`src/rtl/rx_fifo_if.sv`:
```
// ============================================================================
//  Module   : rx_fifo_if
//  Purpose  : Bundles the receiver-side push port, the host-side RBR/LSR
//             access strobes, the configuration inputs and the status outputs
//             of the UART receive FIFO.
//  Modports : master - receiver/host side (drives data, strobes, config)
//             slave  - the rx_fifo itself (drives head byte and status)
//  Signals  : word_length, baud_rate_cnt, fifo_en, fifo_clear, trigger_level,
//             pi_rx_data, pi_parity_error, pi_rx_flag, read_flag, lsr_read
//             (master -> slave); po_rx_data, parity_error, data_ready,
//             overrun_error, fifo_error, trigger_int, timeout_int, fifo_count
//             (slave -> master)
//  Revision : 1.0 - initial release
// ============================================================================
`default_nettype none

interface rx_fifo_if #(
    parameter int DEPTH = 16
);
    localparam int CW = $clog2(DEPTH) + 1;

    logic [1:0]    word_length;
    logic [15:0]   baud_rate_cnt;
    logic          fifo_en;
    logic          fifo_clear;
    logic [1:0]    trigger_level;
    logic [7:0]    pi_rx_data;
    logic          pi_parity_error;
    logic          pi_rx_flag;
    logic          read_flag;
    logic          lsr_read;

    logic [7:0]    po_rx_data;
    logic          parity_error;
    logic          data_ready;
    logic          overrun_error;
    logic          fifo_error;
    logic          trigger_int;
    logic          timeout_int;
    logic [CW-1:0] fifo_count;

    modport master (
        output word_length, baud_rate_cnt, fifo_en, fifo_clear, trigger_level,
        output pi_rx_data, pi_parity_error, pi_rx_flag, read_flag, lsr_read,
        input  po_rx_data, parity_error, data_ready, overrun_error,
        input  fifo_error, trigger_int, timeout_int, fifo_count
    );

    modport slave (
        input  word_length, baud_rate_cnt, fifo_en, fifo_clear, trigger_level,
        input  pi_rx_data, pi_parity_error, pi_rx_flag, read_flag, lsr_read,
        output po_rx_data, parity_error, data_ready, overrun_error,
        output fifo_error, trigger_int, timeout_int, fifo_count
    );

endinterface

`default_nettype wire

```
`src/rtl/rx_fifo.sv`:
```
// ============================================================================
//  Module   : rx_fifo
//  Purpose  : UART16550 receive buffer. 16-entry FIFO of {parity, data}
//             entries (or a single holding register when FIFOs are disabled)
//             with overrun, per-byte parity, trigger-level and character
//             timeout status.
//  Ports    : clk   - core clock
//             rst_n - asynchronous active-low reset
//             bus   - rx_fifo_if.slave (config, push/pop strobes, status)
//  Revision : 1.0 - initial release
// ============================================================================
`default_nettype none

module rx_fifo #(
    parameter int DEPTH        = 16,
    parameter int TIMEOUT_BITS = 40
) (
    input  wire logic   clk,
    input  wire logic   rst_n,
    rx_fifo_if.slave    bus
);

    localparam int AW = $clog2(DEPTH);
    localparam int CW = AW + 1;
    localparam logic [CW-1:0] c_DEPTH   = CW'(DEPTH);
    localparam logic [5:0]    c_TO_BITS = 6'(TIMEOUT_BITS);

    // ------------------------------------------------------------------
    // State
    // ------------------------------------------------------------------
    logic [8:0]    r_mem [DEPTH];
    logic [AW-1:0] r_rd_ptr;
    logic [AW-1:0] r_wr_ptr;
    logic [CW-1:0] r_count;
    logic [CW-1:0] r_pe_count;
    logic          r_overrun;
    logic          r_timeout;
    logic          r_fifo_en_q;
    logic [15:0]   r_div;
    logic [5:0]    r_ticks;

    // ------------------------------------------------------------------
    // Combinational control
    // ------------------------------------------------------------------
    logic [7:0]    w_mask;
    logic [8:0]    w_wdata;
    logic [8:0]    w_head;
    logic          w_empty;
    logic          w_at_limit;
    logic          w_flush;
    logic          w_push;
    logic          w_pop;
    logic          w_ovr_event;
    logic          w_store;
    logic          w_overwrite;
    logic          w_pe_inc;
    logic          w_pe_dec;
    logic [15:0]   w_baud;
    logic          w_tick;
    logic          w_tmr_clr;
    logic          w_to_clr;
    logic [CW-1:0] w_trig;

    // Data bits = 5 + word_length; unused upper bits are stored as 0.
    assign w_mask  = 8'hFF >> (2'd3 - bus.word_length);
    assign w_wdata = {bus.pi_parity_error, bus.pi_rx_data & w_mask};
    assign w_head  = r_mem[r_rd_ptr];
    assign w_empty = (r_count == '0);

    // Holding-register mode behaves as a depth-1 FIFO.
    assign w_at_limit = bus.fifo_en ? (r_count == c_DEPTH) : (r_count == CW'(1));

    // Any change of fifo_en flushes exactly like fifo_clear.
    assign w_flush = bus.fifo_clear | (bus.fifo_en ^ r_fifo_en_q);

    // Flush dominates both push and pop.
    assign w_push = bus.pi_rx_flag & ~w_flush;
    assign w_pop  = bus.read_flag & ~w_empty & ~w_flush;

    // A push at the limit without a same-cycle pop is an overrun: the byte
    // is dropped in FIFO mode, and replaces the held byte otherwise.
    assign w_ovr_event = w_push & w_at_limit & ~w_pop;
    assign w_store     = w_push & ~w_ovr_event;
    assign w_overwrite = w_ovr_event & ~bus.fifo_en;

    // Overwrite and pop are mutually exclusive, so at most one old entry
    // leaves and at most one new entry arrives per cycle.
    assign w_pe_inc = (w_store | w_overwrite) & bus.pi_parity_error;
    assign w_pe_dec = (w_pop | w_overwrite) & w_head[8];

    // ------------------------------------------------------------------
    // Storage array (no reset needed: contents are gated by r_count)
    // ------------------------------------------------------------------
    always_ff @(posedge clk) begin
        if (w_store) begin
            r_mem[r_wr_ptr] <= w_wdata;
        end else if (w_overwrite) begin
            r_mem[r_rd_ptr] <= w_wdata;
        end
    end

    // ------------------------------------------------------------------
    // Pointers, occupancy, parity-entry count, overrun
    // ------------------------------------------------------------------
    always_ff @(posedge clk or negedge rst_n) begin
        if (!rst_n) begin
            r_rd_ptr    <= '0;
            r_wr_ptr    <= '0;
            r_count     <= '0;
            r_pe_count  <= '0;
            r_overrun   <= 1'b0;
            r_fifo_en_q <= 1'b0;
        end else begin
            r_fifo_en_q <= bus.fifo_en;

            if (w_flush) begin
                r_rd_ptr   <= '0;
                r_wr_ptr   <= '0;
                r_count    <= '0;
                r_pe_count <= '0;
            end else begin
                if (w_store) begin
                    r_wr_ptr <= r_wr_ptr + 1'b1;
                end
                if (w_pop) begin
                    r_rd_ptr <= r_rd_ptr + 1'b1;
                end
                r_count    <= r_count + CW'(w_store) - CW'(w_pop);
                r_pe_count <= r_pe_count + CW'(w_pe_inc) - CW'(w_pe_dec);
            end

            // A new overrun wins over the LSR read that would clear it.
            if (w_ovr_event) begin
                r_overrun <= 1'b1;
            end else if (bus.lsr_read) begin
                r_overrun <= 1'b0;
            end
        end
    end

    // ------------------------------------------------------------------
    // Character timeout: bit-time divider plus saturating bit counter
    // ------------------------------------------------------------------
    assign w_baud    = (bus.baud_rate_cnt == 16'd0) ? 16'd1 : bus.baud_rate_cnt;
    assign w_tick    = (r_div == (w_baud - 16'd1));
    assign w_to_clr  = bus.pi_rx_flag | w_pop | w_flush | ~bus.fifo_en;
    assign w_tmr_clr = w_to_clr | w_empty;

    always_ff @(posedge clk or negedge rst_n) begin
        if (!rst_n) begin
            r_div     <= '0;
            r_ticks   <= '0;
            r_timeout <= 1'b0;
        end else begin
            if (w_tmr_clr) begin
                r_div   <= '0;
                r_ticks <= '0;
            end else if (w_tick) begin
                r_div <= '0;
                if (r_ticks != c_TO_BITS) begin
                    r_ticks <= r_ticks + 6'd1;
                end
            end else begin
                r_div <= r_div + 16'd1;
            end

            // Set on the tick that completes the last bit-time, so the flag
            // rises exactly TIMEOUT_BITS bit-times after the last activity.
            if (w_to_clr) begin
                r_timeout <= 1'b0;
            end else if (!w_tmr_clr && w_tick && (r_ticks == c_TO_BITS - 6'd1)) begin
                r_timeout <= 1'b1;
            end
        end
    end

    // ------------------------------------------------------------------
    // Status outputs
    // ------------------------------------------------------------------
    always_comb begin
        w_trig = CW'(1);
        case (bus.trigger_level)
            2'b00:   w_trig = CW'(1);
            2'b01:   w_trig = CW'(4);
            2'b10:   w_trig = CW'(8);
            default: w_trig = CW'(14);
        endcase
    end

    assign bus.po_rx_data    = w_empty ? 8'h00 : w_head[7:0];
    assign bus.parity_error  = ~w_empty & w_head[8];
    assign bus.data_ready    = ~w_empty;
    assign bus.overrun_error = r_overrun;
    assign bus.fifo_error    = (r_pe_count != '0);
    assign bus.trigger_int   = bus.fifo_en & (r_count >= w_trig);
    assign bus.timeout_int   = r_timeout;
    assign bus.fifo_count    = r_count;

endmodule

`default_nettype wire

```
`src/flat_wrapper.sv`:
```
// flat-port wrapper written by rule: the top's interface ports become plain ports
module rx_fifo_flat 
#(
    parameter int DEPTH        = 16,
    parameter int TIMEOUT_BITS = 40
)
  (clk, rst_n, bus_word_length, bus_baud_rate_cnt, bus_fifo_en, bus_fifo_clear, bus_trigger_level, bus_pi_rx_data, bus_pi_parity_error, bus_pi_rx_flag, bus_read_flag, bus_lsr_read, bus_po_rx_data, bus_parity_error, bus_data_ready, bus_overrun_error, bus_fifo_error, bus_trigger_int, bus_timeout_int, bus_fifo_count);
  rx_fifo_if #(.DEPTH(DEPTH)) bus_i ();
  input  wire logic clk;
  input  wire logic rst_n;
  input wire logic [$bits(bus_i.word_length)-1:0] bus_word_length;
  input wire logic [$bits(bus_i.baud_rate_cnt)-1:0] bus_baud_rate_cnt;
  input wire logic [$bits(bus_i.fifo_en)-1:0] bus_fifo_en;
  input wire logic [$bits(bus_i.fifo_clear)-1:0] bus_fifo_clear;
  input wire logic [$bits(bus_i.trigger_level)-1:0] bus_trigger_level;
  input wire logic [$bits(bus_i.pi_rx_data)-1:0] bus_pi_rx_data;
  input wire logic [$bits(bus_i.pi_parity_error)-1:0] bus_pi_parity_error;
  input wire logic [$bits(bus_i.pi_rx_flag)-1:0] bus_pi_rx_flag;
  input wire logic [$bits(bus_i.read_flag)-1:0] bus_read_flag;
  input wire logic [$bits(bus_i.lsr_read)-1:0] bus_lsr_read;
  output wire logic [$bits(bus_i.po_rx_data)-1:0] bus_po_rx_data;
  output wire logic [$bits(bus_i.parity_error)-1:0] bus_parity_error;
  output wire logic [$bits(bus_i.data_ready)-1:0] bus_data_ready;
  output wire logic [$bits(bus_i.overrun_error)-1:0] bus_overrun_error;
  output wire logic [$bits(bus_i.fifo_error)-1:0] bus_fifo_error;
  output wire logic [$bits(bus_i.trigger_int)-1:0] bus_trigger_int;
  output wire logic [$bits(bus_i.timeout_int)-1:0] bus_timeout_int;
  output wire logic [$bits(bus_i.fifo_count)-1:0] bus_fifo_count;
  assign bus_i.word_length = bus_word_length;
  assign bus_i.baud_rate_cnt = bus_baud_rate_cnt;
  assign bus_i.fifo_en = bus_fifo_en;
  assign bus_i.fifo_clear = bus_fifo_clear;
  assign bus_i.trigger_level = bus_trigger_level;
  assign bus_i.pi_rx_data = bus_pi_rx_data;
  assign bus_i.pi_parity_error = bus_pi_parity_error;
  assign bus_i.pi_rx_flag = bus_pi_rx_flag;
  assign bus_i.read_flag = bus_read_flag;
  assign bus_i.lsr_read = bus_lsr_read;
  assign bus_po_rx_data = bus_i.po_rx_data;
  assign bus_parity_error = bus_i.parity_error;
  assign bus_data_ready = bus_i.data_ready;
  assign bus_overrun_error = bus_i.overrun_error;
  assign bus_fifo_error = bus_i.fifo_error;
  assign bus_trigger_int = bus_i.trigger_int;
  assign bus_timeout_int = bus_i.timeout_int;
  assign bus_fifo_count = bus_i.fifo_count;
  rx_fifo #(.DEPTH(DEPTH), .TIMEOUT_BITS(TIMEOUT_BITS)) u_core (.clk(clk), .rst_n(rst_n), .bus(bus_i));
endmodule
```
`config.mk`:
```
export PLATFORM = sky130hd
export DESIGN_NAME = rx_fifo_flat
export DESIGN_NICKNAME = d
export VERILOG_FILES = /design/src/rtl/rx_fifo_if.sv /design/src/rtl/rx_fifo.sv /design/src/flat_wrapper.sv
export SDC_FILE = /design/constraint.sdc
export NUM_CORES = 1
export LEC_CHECK = 0
export ABC_AREA = 1
export BUFFER_PORTS_ARGS = -buffer_cell sky130_fd_sc_hd__buf_4
export CORE_MARGIN = 1
export CORE_UTILIZATION = 42
export CTS_BUF_LIST = sky130_fd_sc_hd__clkbuf_8 sky130_fd_sc_hd__clkbuf_16
export DETAILED_ROUTE_END_ITERATION = 7
export GPL_TIMING_DRIVEN = 0
export SYNTH_ARGS = -nofsm -noshare
export SYNTH_HDL_FRONTEND = slang
export SYNTH_SLANG_ARGS = --single-unit
```
`constraint.sdc`:
```
create_clock -name clk -period 3.7 [get_ports clk]
set_input_delay 0.74 -clock clk [delete_from_list [all_inputs] [get_ports clk]]
set_output_delay 0.74 -clock clk [all_outputs]
set_load 0.05 [all_outputs]
```
After elaboration in Yosys (flattened, before gate mapping)
Memory sizes are Yosys's and may differ from the RTL's.
Cells that the tools add are included.
- flip-flop bits (word level): 43
- latch bits: 0
- RAM bits: 144
- ROM bits: 0
- output and inout bits: 19
- logic and storage cells: 96
- memories kept: 1
- add/sub/neg operators: 10
- multipliers: 0
- div/mod/pow operators: 0
- order comparisons: 1
- equality and inequality tests: 7
- shift operators: 1
- multiplexer cells: 27
- bitwise logic cells: 25
- reductions and logical operators: 15
- memories (name ; depth ; width ; read ports ; clocked after memory_dff ; wr ports ; RTL line ; RTL):
    u_core.r_mem ; 16 ; 9 ; 1 ; 0 ; 1 ; rx_fifo.sv:31 ; logic [8:0] r_mem [DEPTH];
- operators with widths (cell ; count):
    2-to-1 mux 16 bit ; 3
    2-to-1 mux 4 bit ; 5
    2-to-1 mux 6 bit ; 3
    adder 16 x 1 -> 16 bit, second input constant ; 1
    == test 16 bit ; 1
    logical NOT 16 bit ; 1
    subtractor 16 x 1 -> 16 bit, second input constant ; 1
    one-hot mux 4 bit (3 select lines) ; 1
    nonzero test 2 bit ; 6
    AND 1 bit ; 11
    2-to-1 mux 1 bit ; 11
    adder 5 x 1 -> 5 bit ; 2
    2-to-1 mux 5 bit ; 2
    subtractor 5 x 1 -> 5 bit ; 2
    2-to-1 mux 9 bit ; 1
    OR reduction 9 bit ; 1
    adder 4 x 1 -> 4 bit, second input constant ; 2
    AND 8 bit ; 1
    2-to-1 mux 8 bit ; 1
    right shift 8 x 2 -> 8 bit, first input constant ; 1
    OR 1 bit ; 7
    adder 6 x 1 -> 6 bit, second input constant ; 1
    == test 6 bit, second input constant ; 1
    inequality test 6 bit, second input constant ; 1
    other kinds (14) ; 19

Depth between registers and ports, before layout
- depth in word-level cells: 13
- gate-level depth with buffers: 23
- depth with buffers taken out: 22

Least setup slack after synthesis
Ideal clock, no wire load.
- path type: reg2out
- from: register u_core.r_rd_ptr[0]
- to: output port bus_po_rx_data[3]
- arrival time: 2563 ps
- data required time: 2960 ps
- setup slack: 397 ps
- cell stages (with the launch flop): 8
- buffers on the path: 2
- cell sequence: dfrtp_1 inv_1 clkbuf_1 clkbuf_1 nor2_1 o22ai_1 a21oi_1 a221oi_1
- cells in the longest elaborated chain, start to end: 2
- RTL lines (what ; RTL line ; RTL):
    start, declared ; rx_fifo.sv:32 ; logic [AW-1:0] r_rd_ptr;
    start signal, assigned ; rx_fifo.sv:126 ; r_rd_ptr <= r_rd_ptr + 1'b1;
    memory (16 x 9 bit) ; - ;
    2-to-1 mux 8 bit ; rx_fifo.sv:190 ; assign bus.po_rx_data = w_empty ? 8'h00 : w_head[7:0];
    end, declared ; flat_wrapper.sv:21 ; output wire logic [$bits(bus_i.po_rx_data)-1:0] bus_po_rx_data;
Every way passes these cells.

Final worst setup path
- from: register u_core.r_rd_ptr[0]
- to: output port bus_po_rx_data[7]
Same word-level chain as after synthesis.

==> impl_metrics.tcl <==
set metrics [dict create \
    status "complete, no violations" \
    globalplace.congestion 0.966 \
    setup_viol 0 \
    numCtsBuffers 17 \
    insertedDiodeCount 0 \
    rsz0062_at_grt "false" \
    fin_cells 1246 \
    p_leak_nw 4.06 \
    finalWorstPathRequiredPeriod_ns 3.52 \
    place_ws_ns -0.00435 \
    crit_path_end_kind "output port" \
    grt_usage_pct 20.4 \
    syn_area_per_cell_um2 10.2 \
    rows 53 \
    num_io_pins 55 \
    multiInputGateArea_um2 3110 \
    dr.pass1.iters 5 \
    cpPeakStageDelay_ns 0.46 \
    coreArea_um2 21000 \
    p_per_area_nw_per_um2 466 \
    arrival_ns 2.78 \
    layout-drive-gt1-share_pct 15.1 \
    h-tree-depth 4 \
    p_total_mw 4.81 \
    cts_sinks 187 \
    grt_max_degree 44 \
    postSynthCellCount 886 \
    fin_util_pct 49.1 \
    finalNetCount 1018 \
    max_freq_ghz 0.284 \
    drc 0 \
    via_per_inst 5.15 \
    ys_seq_area_share_pct 60.0 \
    ys_ff_latch 187 \
    postCtsSetupBuffers 0 \
    cap_violations 0 \
    final-seq-area_um2 5400 \
    synth-edff-count 144 \
    ys_types 46 \
    worstPathMaxFanout 11 \
    die_y_um 148 \
    antenna_found_initial 0 \
    clock_tree.buffer_depth 2 \
    grt_pass1_wl_um 33800 \
    async_reset_ff_share_pct 23.0 \
    wl_um 21300 \
    path_class "reg2out" \
    start_util_pct 42.8 \
    setup_slack_ns 0.177 \
    clock_skew_ns 0.0112 \
    areaGrowthSynthToFinish_pct 14.8 \
    crit_slowest_cell "dfrtp_1" \
    clkSlewWorstSetupHoldPaths_ns 0.07 \
    vias 6416 \
    peakVddDrop_mv 0.309 \
    hp-class "in2async" \
    ant_nets 0 \
    die_w_um 148 \
    max_slew_margin_pct 36.5 \
    cts_root_buffer "clkbuf_16" \
    ys_warn_count 0 \
    overflow 0 \
    hpwl_um 14700 \
    cp_data_required_time_ns 2.96 \
    grt_pass1_vias 6155 \
    fin_hold_ws_ns 0.297 \
    cts-resized-gates 11 \
    startpoint_type "flop" \
    portBuffers 54 \
    dieArea_um2 22000 \
    synthFlopType "edfxtp_1" \
    drt-initial-drc-count 513 \
    cp_cell_sequence "inv_1, clkbuf_2, nor2_1, o22ai_1, a21oi_1, a221oi_1, buf_4" \
    syn_nets 946 \
    netlist_area_um2 8990 \
    wl_per_cell_um 17.1 \
    min_period_over_period_pct 95.2 \
    finalMaxSlewViolations 0 \
    dp_cells 1215 \
    hold_viol 0 \
    clock_latency_ns 0.43 \
    nFillCells 1964 \
    cts_tree "done" \
    cts_hold_buffers 0 \
    worstMarginPinSlew_ns 0.950 \
]
-- final timing paths --
path                                        start                  endpoint  slack [ns]  cells past startpoint
setup / recovery               u_core.r_rd_ptr[0]         bus_po_rx_data[7]        0.18                      7
hold / removal                              rst_n  u_core.bus.fifo_count[1]        0.30                      1
setup reg to reg               u_core.r_rd_ptr[0]      u_core.r_pe_count[4]        0.32                     15
hold reg to reg            u_core.bus.timeout_int    u_core.bus.timeout_int        0.51                      2
max in group asynchronous                   rst_n        u_core.r_fifo_en_q        3.00                      1
min in group clk                      bus_fifo_en        u_core.r_fifo_en_q        0.45                      1
-- flip-flops by register name, indices dropped and copies added, names as in the netlist --
name	cells
u_core.bus.fifo_count	5
u_core.bus.overrun_error	1
u_core.bus.timeout_int	1
u_core.r_div	16
u_core.r_fifo_en_q	1
u_core.r_mem	144
u_core.r_pe_count	5
u_core.r_rd_ptr	4
u_core.r_ticks	6
u_core.r_wr_ptr	4
-- critical path: cells and delay by family, from the launching register on --
family	cells	cell delay, ns
AND/OR/NAND/NOR	1	0.06
flip-flops	1	0.46
buffers and inverters	3	0.95
AO/OA/AOI/OAI	3	0.88
-- area by class of cell --
type                            instances  share of cell area (%)
Tap cell                              275                    3.33
Timing Repair Buffer                   54                    3.93
Multi-Input combinational cell        575                    30.1
Clock inverter                         15                    1.32
Buffer                                 30                    1.48
Sequential cell                       187                    52.3
Inverter                               93                    3.39
Clock buffer                           17                    4.12
-- kinds of logic (layout without fill, tap and decap cells) --
logic type | count (synthesis) | after routing | synth area share, %
adders and majority gates | 24 | 24 | 3.51
and+or+nand+nor | 357 | 357 | 17.8
AOI/OAI and AO/OA | 168 | 168 | 10.5
xor gates and xnor gates | 26 | 26 | 2.69
buffers and inverters | 124 | 209 | 5.41
DFF | 187 | 187 | 60.0
-- synthesized netlist by cell type, types with 7 or more instances --
cell      count  share of area (%)
ha_1         22                3.1
nor3_2        7               0.78
clkbuf_1     27                1.1
nand4_1       7               0.49
nand3_1      38                2.1
o22ai_1      33                2.3
inv_1        82                3.4
a21oi_1      35                1.9
o21ai_0      78                4.3
nor2_2        9               0.63
dfrtp_1      43                 12
xnor2_1       9               0.88
a221oi_1     10               0.97
nand2_1     124                5.2
xor2_1       16                1.6
nor2_1      141                5.9
edfxtp_1    144                 48
-- metal layers --
metal / GRT usage, % / wire length [µm] / up-vias / part of all wire (%)
met4: 6.19 / 267 / 0 / 1.3
met1: 29.4 / 9860 / 2991 / 46
met2: 31.6 / 9820 / 221 / 46
li1: - / - / 3185 / -
met3: 3.37 / 1390 / 19 / 6.5
met5: 0 / 0 / - / 0
-- power breakdown --
part	switching, mW	total [mW]	internal [mW]
combinational	0.496	0.706	0.210
clock	0.835	1.78	0.944
sequential	0.0240	2.33	2.30
-- cells in the final DEF (no fill, tap or decap), types with 7 or more instances in the layout --
| master | synthesis | final |
|---|---|---|
| nor2_2 | 9 | 9 |
| nand3_1 | 38 | 38 |
| nor2_1 | 141 | 141 |
| o21ai_0 | 78 | 78 |
| buf_4 | 0 | 54 |
| clkbuf_16 | 0 | 17 |
| clkbuf_2 | 0 | 16 |
| a21oi_1 | 35 | 35 |
| nor3_2 | 7 | 7 |
| a221oi_1 | 10 | 10 |
| nand2_1 | 124 | 124 |
| dfrtp_1 | 43 | 43 |
| xnor2_1 | 9 | 9 |
| nand4_1 | 7 | 7 |
| clkbuf_1 | 27 | 10 |
| xor2_1 | 16 | 16 |
| inv_1 | 82 | 85 |
| o22ai_1 | 33 | 33 |
| edfxtp_1 | 144 | 144 |
| ha_1 | 22 | 22 |
-- metrics by stage --
step           area, µm²  setup TNS, ns
6_report           10300              0
2_1_floorplan       8990              0
5_1_grt            10300              0
3_5_place_dp        9740       -0.00435
4_1_cts            10300              0
3_3_place_gp        9740              0
No activity file was read; power rests on OpenSTA's default activity.
